===== src/rtl/seq_pkg.sv =====
// -----------------------------------------------------------------------------
// seq_pkg
// Shared definitions for the instruction sequencer slice:
//   - seq_state_t : sequencer FSM states (IDLE, FETCH, ISSUE, WAIT, HALT)
//   - SEQ_ADDR_W  : default instruction memory address width
//   - SEQ_DATA_W  : default instruction word width
// -----------------------------------------------------------------------------
package seq_pkg;

    typedef enum logic [2:0] {
        IDLE  = 3'd0,
        FETCH = 3'd1,
        ISSUE = 3'd2,
        WAIT  = 3'd3,
        HALT  = 3'd4
    } seq_state_t;

    localparam int SEQ_ADDR_W = 5;
    localparam int SEQ_DATA_W = 16;

endpackage


===== src/rtl/instr_sequencer_if.sv =====
// -----------------------------------------------------------------------------
// instr_sequencer_if
// Bundles the sequencer's memory read port and processor issue handshake.
//   mem_addr : sequencer -> memory, instruction address
//   mem_q    : memory -> sequencer, read data (MEM_LAT cycles after mem_addr)
//   DIN      : sequencer -> processor, registered instruction word
//   run      : sequencer -> processor, one-cycle issue strobe
//   done     : processor -> sequencer, instruction completion
// Modports: master (sequencer side), slave (memory/processor side).
// -----------------------------------------------------------------------------
interface instr_sequencer_if
    import seq_pkg::*;
#(
    parameter int ADDR_W = SEQ_ADDR_W,
    parameter int DATA_W = SEQ_DATA_W
);

    logic [ADDR_W-1:0] mem_addr;
    logic [DATA_W-1:0] mem_q;
    logic [DATA_W-1:0] DIN;
    logic              run;
    logic              done;

    modport master (
        output mem_addr,
        output DIN,
        output run,
        input  mem_q,
        input  done
    );

    modport slave (
        input  mem_addr,
        input  DIN,
        input  run,
        output mem_q,
        output done
    );

endinterface


===== src/rtl/seq_watchdog.sv =====
// -----------------------------------------------------------------------------
// seq_watchdog
// Counts cycles while enabled; timeout is high during the WDT_CYCLES-th
// enabled cycle since the last clear.
//   clk, reset : clock, asynchronous active-high reset
//   clear      : restart the count at zero
//   enable     : count this cycle
//   timeout    : limit reached in the current enabled cycle
// Instantiated by instr_sequencer only when SEQ_WATCHDOG_EN is defined.
// -----------------------------------------------------------------------------
module seq_watchdog #(
    parameter int WDT_CYCLES = 255
) (
    input  logic clk,
    input  logic reset,
    input  logic clear,
    input  logic enable,
    output logic timeout
);

    localparam int CNT_W = (WDT_CYCLES < 2) ? 1 : $clog2(WDT_CYCLES);
    localparam logic [CNT_W-1:0] CNT_LAST = CNT_W'(WDT_CYCLES - 1);

    logic [CNT_W-1:0] cnt;

    // cnt holds the number of enabled cycles already completed.
    assign timeout = enable && (cnt == CNT_LAST);

    always_ff @(posedge clk or posedge reset) begin
        if (reset) begin
            cnt <= '0;
        end else if (clear) begin
            cnt <= '0;
        end else if (enable && !timeout) begin
            cnt <= cnt + 1'b1;
        end
    end

endmodule


===== src/rtl/instr_sequencer.sv =====
// -----------------------------------------------------------------------------
// instr_sequencer
// Reads instruction words from a synchronous memory, presents each on DIN,
// pulses run, waits for done, then advances. Halts after PROG_LEN words.
//   clk, reset  : clock, asynchronous active-high reset
//   start       : begin a run from address 0 (honoured in IDLE/HALT only)
//   bus         : memory read port + processor handshake (master modport)
//   busy        : high in FETCH, ISSUE, WAIT
//   halted      : high in HALT
//   instr_count : instructions completed in the current run
//   wdt_err     : watchdog timeout flag
// Optional feature: define SEQ_WATCHDOG_EN to enable the WAIT watchdog
// (WDT_CYCLES); otherwise wdt_err is constant 0.
// -----------------------------------------------------------------------------
module instr_sequencer
    import seq_pkg::*;
#(
    parameter int ADDR_W     = SEQ_ADDR_W,
    parameter int DATA_W     = SEQ_DATA_W,
    parameter int PROG_LEN   = 32,
    parameter int MEM_LAT    = 1,
    parameter int WDT_CYCLES = 255
) (
    input  logic              clk,
    input  logic              reset,
    input  logic              start,
    instr_sequencer_if.master bus,
    output logic              busy,
    output logic              halted,
    output logic [ADDR_W:0]   instr_count,
    output logic              wdt_err
);

    localparam int LAT_W = $clog2(MEM_LAT + 1);
    localparam logic [LAT_W-1:0]  LAT_LAST  = LAT_W'(MEM_LAT);
    localparam logic [ADDR_W-1:0] LAST_ADDR = ADDR_W'(PROG_LEN - 1);

    seq_state_t       state, next_state;
    logic [LAT_W-1:0] lat_cnt;
    logic             timeout;
    logic             fetch_last;

    // FETCH lasts MEM_LAT+1 cycles: lat_cnt runs 0..MEM_LAT.
    assign fetch_last = (lat_cnt == LAT_LAST);

`ifdef SEQ_WATCHDOG_EN
    // Count is cleared during ISSUE so it starts at zero on WAIT entry.
    seq_watchdog #(
        .WDT_CYCLES (WDT_CYCLES)
    ) u_wdt (
        .clk     (clk),
        .reset   (reset),
        .clear   (state == ISSUE),
        .enable  (state == WAIT),
        .timeout (timeout)
    );
`else
    logic unused_wdt_cycles;
    assign unused_wdt_cycles = (WDT_CYCLES == 0);
    assign timeout = 1'b0;
`endif

    always_ff @(posedge clk or posedge reset) begin
        if (reset) begin
            state <= IDLE;
        end else begin
            state <= next_state;
        end
    end

    always_comb begin
        next_state = state;
        case (state)
            IDLE:  if (start) next_state = FETCH;
            FETCH: if (fetch_last) next_state = ISSUE;
            ISSUE: next_state = WAIT;
            WAIT: begin
                // done takes priority over a coincident timeout
                if (bus.done) begin
                    next_state = (bus.mem_addr == LAST_ADDR) ? HALT : FETCH;
                end else if (timeout) begin
                    next_state = HALT;
                end
            end
            HALT:  if (start) next_state = FETCH;
            default: next_state = IDLE;
        endcase
    end

    // Status outputs are registered from next_state so they align with state.
    always_ff @(posedge clk or posedge reset) begin
        if (reset) begin
            bus.mem_addr <= '0;
            bus.DIN      <= '0;
            bus.run      <= 1'b0;
            busy         <= 1'b0;
            halted       <= 1'b0;
            instr_count  <= '0;
            wdt_err      <= 1'b0;
            lat_cnt      <= '0;
        end else begin
            bus.run <= (next_state == ISSUE);
            busy    <= (next_state == FETCH) || (next_state == ISSUE) ||
                       (next_state == WAIT);
            halted  <= (next_state == HALT);
            case (state)
                IDLE, HALT: begin
                    if (start) begin
                        bus.mem_addr <= '0;
                        instr_count  <= '0;
                        lat_cnt      <= '0;
                        wdt_err      <= 1'b0;
                    end
                end
                FETCH: begin
                    if (fetch_last) begin
                        bus.DIN <= bus.mem_q;
                    end else begin
                        lat_cnt <= lat_cnt + 1'b1;
                    end
                end
                WAIT: begin
                    if (bus.done) begin
                        instr_count <= instr_count + 1'b1;
                        lat_cnt     <= '0;
                        if (bus.mem_addr != LAST_ADDR) begin
                            bus.mem_addr <= bus.mem_addr + 1'b1;
                        end
                    end else if (timeout) begin
                        wdt_err <= 1'b1;
                    end
                end
                default: ;
            endcase
        end
    end

endmodule

===== src/flat_wrapper.sv =====
// flat-port wrapper written by rule: the top's interface ports become plain ports
module instr_sequencer_flat import seq_pkg::*;
#(
    parameter int ADDR_W     = SEQ_ADDR_W,
    parameter int DATA_W     = SEQ_DATA_W,
    parameter int PROG_LEN   = 32,
    parameter int MEM_LAT    = 1,
    parameter int WDT_CYCLES = 255
)
  (clk, reset, start, busy, halted, instr_count, wdt_err, bus_mem_addr, bus_DIN, bus_run, bus_mem_q, bus_done);
  instr_sequencer_if #(.ADDR_W(ADDR_W), .DATA_W(DATA_W)) bus_i ();
  input  logic clk;
  input  logic reset;
  input  logic start;
  output logic busy;
  output logic halted;
  output logic [ADDR_W:0] instr_count;
  output logic wdt_err;
  output wire logic [$bits(bus_i.mem_addr)-1:0] bus_mem_addr;
  output wire logic [$bits(bus_i.DIN)-1:0] bus_DIN;
  output wire logic [$bits(bus_i.run)-1:0] bus_run;
  input wire logic [$bits(bus_i.mem_q)-1:0] bus_mem_q;
  input wire logic [$bits(bus_i.done)-1:0] bus_done;
  assign bus_mem_addr = bus_i.mem_addr;
  assign bus_DIN = bus_i.DIN;
  assign bus_run = bus_i.run;
  assign bus_i.mem_q = bus_mem_q;
  assign bus_i.done = bus_done;
  instr_sequencer #(.ADDR_W(ADDR_W), .DATA_W(DATA_W), .PROG_LEN(PROG_LEN), .MEM_LAT(MEM_LAT), .WDT_CYCLES(WDT_CYCLES)) u_core (.clk(clk), .reset(reset), .start(start), .bus(bus_i), .busy(busy), .halted(halted), .instr_count(instr_count), .wdt_err(wdt_err));
endmodule

===== config.mk =====
export PLATFORM = sky130hd
export DESIGN_NAME = instr_sequencer_flat
export DESIGN_NICKNAME = d
export VERILOG_FILES = /design/src/rtl/seq_pkg.sv /design/src/rtl/instr_sequencer_if.sv /design/src/rtl/seq_watchdog.sv /design/src/rtl/instr_sequencer.sv /design/src/flat_wrapper.sv
export SDC_FILE = /design/constraint.sdc
export NUM_CORES = 1
export LEC_CHECK = 0
export CAP_MARGIN = 20
export CORE_UTILIZATION = 45
export CTS_BUF_LIST = sky130_fd_sc_hd__clkbuf_4 sky130_fd_sc_hd__clkbuf_8 sky130_fd_sc_hd__clkbuf_16
export DETAILED_ROUTE_END_ITERATION = 10
export GPL_ROUTABILITY_DRIVEN = 0
export HOLD_SLACK_MARGIN = 0.1
export PLACE_DENSITY = 0.76
export SLEW_MARGIN = 10
export SYNTH_ARGS = -nofsm -noshare
export SYNTH_HDL_FRONTEND = slang
export SYNTH_HIERARCHICAL = 1
export SYNTH_SLANG_ARGS = --single-unit

===== constraint.sdc =====
create_clock -name clk -period 1.96 [get_ports clk]
set_input_delay 0.49 -clock clk [delete_from_list [all_inputs] [get_ports clk]]
set_output_delay 0.49 -clock clk [all_outputs]
set_load 0.02 [all_outputs]

* Word level (Yosys, flattened, before mapping)
Index checks and enable logic that the tools add are counted.
** Storage, ports and cells
- Output and inout port bits :: 31
- Register bits :: 34
- Input bits :: 20
- Logic and storage cells :: 50
** Cells by class
- Add/subtract/negate cells :: 3
- Reduce and logical (&&, ||, !) cells :: 10
- Eq/ne operators :: 13
- Mux-type cells :: 16
** Operators by type and width (number)
- 5-bit 2-to-1 mux :: 3
- 3-bit by 2-bit == test with 1-bit output, second input constant :: 4
- 3-bit 2-to-1 mux :: 4
- 6-bit 2-to-1 mux :: 2
- 3-bit case mux with 4 select lines :: 1
- 6-bit case mux with 2 select lines :: 1
- 5-bit case mux with 2 select lines :: 1
- 6-bit by 1-bit adder with 6-bit output, second input constant :: 1
- 3-bit by 1-bit == test with 1-bit output, second input constant :: 2
- 3-bit == test, second input constant :: 2
- 3-bit AND reduction :: 2
- 5-bit by 1-bit adder with 5-bit output, second input constant :: 1
- 5-bit == test, second input constant :: 1
- 5-bit inequality test, second input constant :: 1
- 2-bit by 1-bit inequality test with 1-bit output, second input constant :: 2
- 4-bit AND reduction :: 1
- 3-bit zero test :: 1
- 1-bit 2-to-1 mux :: 3
- 1-bit case mux with 3 select lines :: 1
- 3-bit nonzero test :: 1
- 1-bit logical OR :: 2
- 2-bit inequality test, second input constant :: 1
- 2-bit AND reduction :: 1
- 2-bit nonzero test :: 1
- 2 further kinds :: 2

* Longest topological paths before layout
Gate-level depths: netlist (run 1).
- Word-level depth :: 7
- Mapped depth :: 5
- Depth with buffers taken out :: 5

* Least setup slack after synthesis (run 1)
OpenSTA, ideal clock, no wires.
- Kind :: register to register
- Start :: reg u_core.bus.mem_addr[0]
- End :: reg u_core.halted
- Stages on the path, launching flop included :: 6
- Data arrival time :: 1496 ps
- Path buffers :: 0
- Required time :: 1839 ps
- Setup slack :: 343 ps
- Period minus slack after synthesis :: 1617 ps
- Library setup time :: 121 ps
- Cells stage by stage :: dfrtp_1 ha_1 and3_1 ha_1 and3_1 a22o_1
** Between the ends
- Cells in the longest elaborated chain, start to end :: 5
** RTL lines
- start, declared :: RTL line instr_sequencer_if.sv:25 : output mem_addr,
- start signal, assigned :: RTL line instr_sequencer.sv:127 : bus.mem_addr <= bus.mem_addr + 1'b1;
- 5-bit == test :: RTL line instr_sequencer.sv:80 : next_state = (bus.mem_addr == LAST_ADDR) ? HALT : FETCH;
- 3-bit 2-to-1 mux :: RTL line instr_sequencer.sv:80
- 3-bit 2-to-1 mux :: RTL line instr_sequencer.sv:79 : if (bus.done) begin
- 3-bit case mux with 4 select lines :: RTL line instr_sequencer.sv:73 : case (state)
- 3-bit == test :: RTL line instr_sequencer.sv:105 : halted <= (next_state == HALT);
- end signal, assigned :: RTL line instr_sequencer.sv:105
- end, declared :: RTL line instr_sequencer.sv:29 : output logic halted,
No other way between the ends.
A chain may end at the register's enable or synchronous reset.

* Worst setup path in the final report (run 1)
- Start :: reg u_core.bus.mem_addr[0]
- End :: out bus_mem_addr[0]
** RTL lines
- end, declared :: RTL line flat_wrapper.sv:19 : output wire logic [$bits(bus_i.mem_addr)-1:0] bus_mem_addr;
No word-level cell between the ends.

==> results of run 1 <==
synthesized netlist by cell type:
cell type / number / area, um^2
nand3b_1: 1 / 7.51
ha_1: 3 / 37.5
o31ai_1: 2 / 15.0
nand2b_1: 2 / 12.5
clkbuf_1: 3 / 11.3
and3_1: 2 / 12.5
or3_1: 2 / 12.5
nand3_1: 3 / 15.0
o21a_1: 1 / 7.51
nor2b_1: 1 / 6.26
o21ai_0: 3 / 15.0
buf_4: 1 / 7.51
a211oi_1: 1 / 7.51
buf_2: 1 / 5.00
nand2_1: 11 / 41.3
nor3b_1: 3 / 22.5
mux2i_1: 5 / 50.1
or3b_2: 1 / 8.76
buf_6: 2 / 22.5
a22o_1: 2 / 17.5
mux2_2: 16 / 180
nor2_1: 2 / 7.51
conb_1: 1 / 3.75
nor3_1: 5 / 25.0
or4_1: 1 / 7.51
a21oi_1: 10 / 50.1
inv_1: 5 / 18.8
dfrtp_1: 34 / 851
o211ai_1: 1 / 7.51
nor2_2: 1 / 6.26
o221ai_1: 1 / 8.76
nand4b_4: 1 / 23.8
cells by family (layout without fill, tap and decap cells):
group,count (synthesis),after routing,share of synthesized area (%)
mux,21,21,15.1
fa+ha+maj,3,3,2.46
other cells,1,1,0.246
buf+inv,12,67,4.27
simple gates,36,36,13.7
flops,34,34,55.8
compound gates,21,21,8.45
final timing paths:
check                           cells after the start                   start                    end
worst min register to register                      1       u_core/bus.DIN[0]      u_core/bus.DIN[0]
max in group asynchronous                           3                   reset  u_core/instr_count[5]
min in group asynchronous                           3                   reset      u_core/bus.DIN[9]
worst max register to register                      5  u_core/bus.mem_addr[0]            u_core/busy
worst max-delay path                                1  u_core/bus.mem_addr[0]        bus_mem_addr[0]
worst min-delay path                                1       u_core/bus.DIN[0]      u_core/bus.DIN[0]
metal layers:
metal / routed length (um) / share of wire, % / vias to the layer above
met4: 26 / 0.87 / 0
met2: 1460 / 49 / 32
met5: 0 / 0 / -
li1: - / - / 559
met1: 1350 / 45 / 580
met3: 142 / 4.8 / 4
flip-flops by register name (all words and copies together) (netlist names):
register	count
u_core/state	3
u_core/fetch_last	1
u_core/halted	1
u_core/bus.DIN	16
u_core/busy	1
u_core/bus.run	1
u_core/bus.mem_addr	5
u_core/instr_count	6
final cells by class:
cell class | count | area, um^2
inverters | 5 | 18.8
well taps | 44 | 55.1
flip-flops and latches | 34 | 851
fillers | 238 | 975
multi-input cells | 82 | 609
repair buffers | 55 | 538
clock buffers | 6 | 51.3
clock inverters | 1 | 30.0
per-stage QoR:
step	setup slack, ns	hold WS, ns	total power [mW]	instances
3_3_place_gp	0.0804	0.487	2.61	220
6_report	0.0837	0.514	3.15	227
3_5_place_dp	0.0119	0.497	2.66	220
4_1_cts	0.0192	0.521	3.19	227
2_1_floorplan	0.343	0.544	2.04	128
5_1_grt	0.00573	0.535	3.36	227
power breakdown:
group / internal [mW] / switching (mW) / total [mW]
combinational: 0.771 / 0.689 / 1.46
sequential: 0.966 / 0.205 / 1.17
clock: 0.297 / 0.221 / 0.518
total: 2.03 / 1.11 / 3.15
==> key figures, run 1 <==
STA
  • Crit share post-route: 95.7%
  • Min Tclk post-route: 1.88 ns
  • Final TNS setup: 0 ns
  • FMAX: 0.533 GHz
  • Worst Skew: 0.00503 ns
  • Fin. Hold Viols: 0
  • Setup Viol. Count Final: 0
  • Max Slew Vio Count: 0
  • RSZ-0062 raised after global routing: false

Detailed routing
  • Routed Wire Length: 2980 um
  • DR pass1 iterations: 4
  • Routed vias: 1,175
  • Post-route antenna net violation count: 0
  • Detailed Route Iter0 Violations: 17
  • DR vias/cell: 5.18
  • Routed WL per cell: 13.1 um
  • DRC: 0

Final layout
  • Layout area overhead: 41.2%
  • Commonest cells after routing, fill and taps aside: clkdlybuf4s50_1 (48), dfrtp_1 (34), mux2_2 (16), nand2_1 (11), a21oi_1 (10)
  • Most common cell after layout, fill and taps aside: clkdlybuf4s50_1
  • Diodes inserted: 0
  • Share of cells above drive strength 1: 17.5%
  • Final instance area: 0.00215 mm^2
  • Layout Utilization: 68.8%
  • Layout Nets: 206

Global routing
  • Gr busiest metal: met2
  • GR Util met1: 22.0%
  • Tot GR Track Use: 18.5%
  • First-pass GRT wire length: 4850 um
  • Number of global-route vias before repair: 1,118
  • Antenna violations before repair: 0
  • GRT met3 Usage: 6.49%
  • GRT Residual Overflow: 0
  • Largest net degree at the start of global routing: 35
  • Met2 Track Usage GR: 30.8%

Floorplanning
  • Chip Height: 60.2 um
  • Die Area: 0.00363 mm^2
  • Core area: 0.00313 mm^2
  • Width of the die: 60.2 um
  • Row count: 20
  • # IOs: 51
  • Initial core utilization: 48.8%

Placement
  • Port Buffer Count: 49
  • DP HPWL: 2230 um
  • Post-DP Area: 0.00207 mm^2

CTS
  • CTS Hold Bufs: 0
  • Clock root buffer: clkbuf_4
  • Number of H-tree levels: 2
  • Num CTS Buffers: 5
  • CTS tree: yes
  • Clock slew at reported path FFs: 0.10 ns
  • Post-CTS sizing: 0
  • Worst skew pair latency: 0.33 ns
  • Max clock buf depth: 2
  • Postcts setup bufs: 0
  • Clock sink count: 34

Outcome
  • Status: finished clean

Worst setup path
  • CP Class: reg -> out
  • Top delay family on crit path: buffers and inverters
  • Max stage delay on crit path: 0.63 ns
  • CP max-delay cell: clkdlybuf4s50_1
  • WP buf/inv: 1
  • CP max FO: 5
  • Worst Setup Start Kind: flip-flop
  • R2R setup slack: 0.31 ns
  • Critical path cell sequence: clkdlybuf4s50_1
  • Critical path arrival: 1.39 ns
  • Required time of the critical path: 1.47 ns
  • CP endpoint kind: output port

Power and ir drop
  • Static Leak: 0.922 nW
  • Worst IR Drop VDD: 688 uV
  • Pwr per Cell Area: 1460 mW/mm^2

Hold path
  • Hold Path Class: reg -> reg

Job
  • MaxCap Viol Count: 0

Logic synthesis
  • Mapped Area: 0.00153 mm^2
  • Syn avg cell area: 11.9 um^2
  • Distinct cells, synth: 32
  • Synthesized instance count: 128
  • Post-synthesis register bit count: 34
  • Post-synthesis net count: 151
  • Sequential-to-total area share from yosys stat: 55.8%
  • Warnings from Yosys: 6
Power figures use the tool's default switching activity.
==> inputs of run 2 (changes only) <==
--- a/config.mk
+++ b/config.mk
@@ -10,7 +10,6 @@
 export CTS_BUF_LIST = sky130_fd_sc_hd__clkbuf_4 sky130_fd_sc_hd__clkbuf_8 sky130_fd_sc_hd__clkbuf_16
 export DETAILED_ROUTE_END_ITERATION = 10
 export GPL_ROUTABILITY_DRIVEN = 0
-export HOLD_SLACK_MARGIN = 0.1
 export PLACE_DENSITY = 0.76
 export SLEW_MARGIN = 10
 export SYNTH_ARGS = -nofsm -noshare
==> results of run 2 <==
Same layout as run 1: the final DEF is identical, and so are final timing and power.
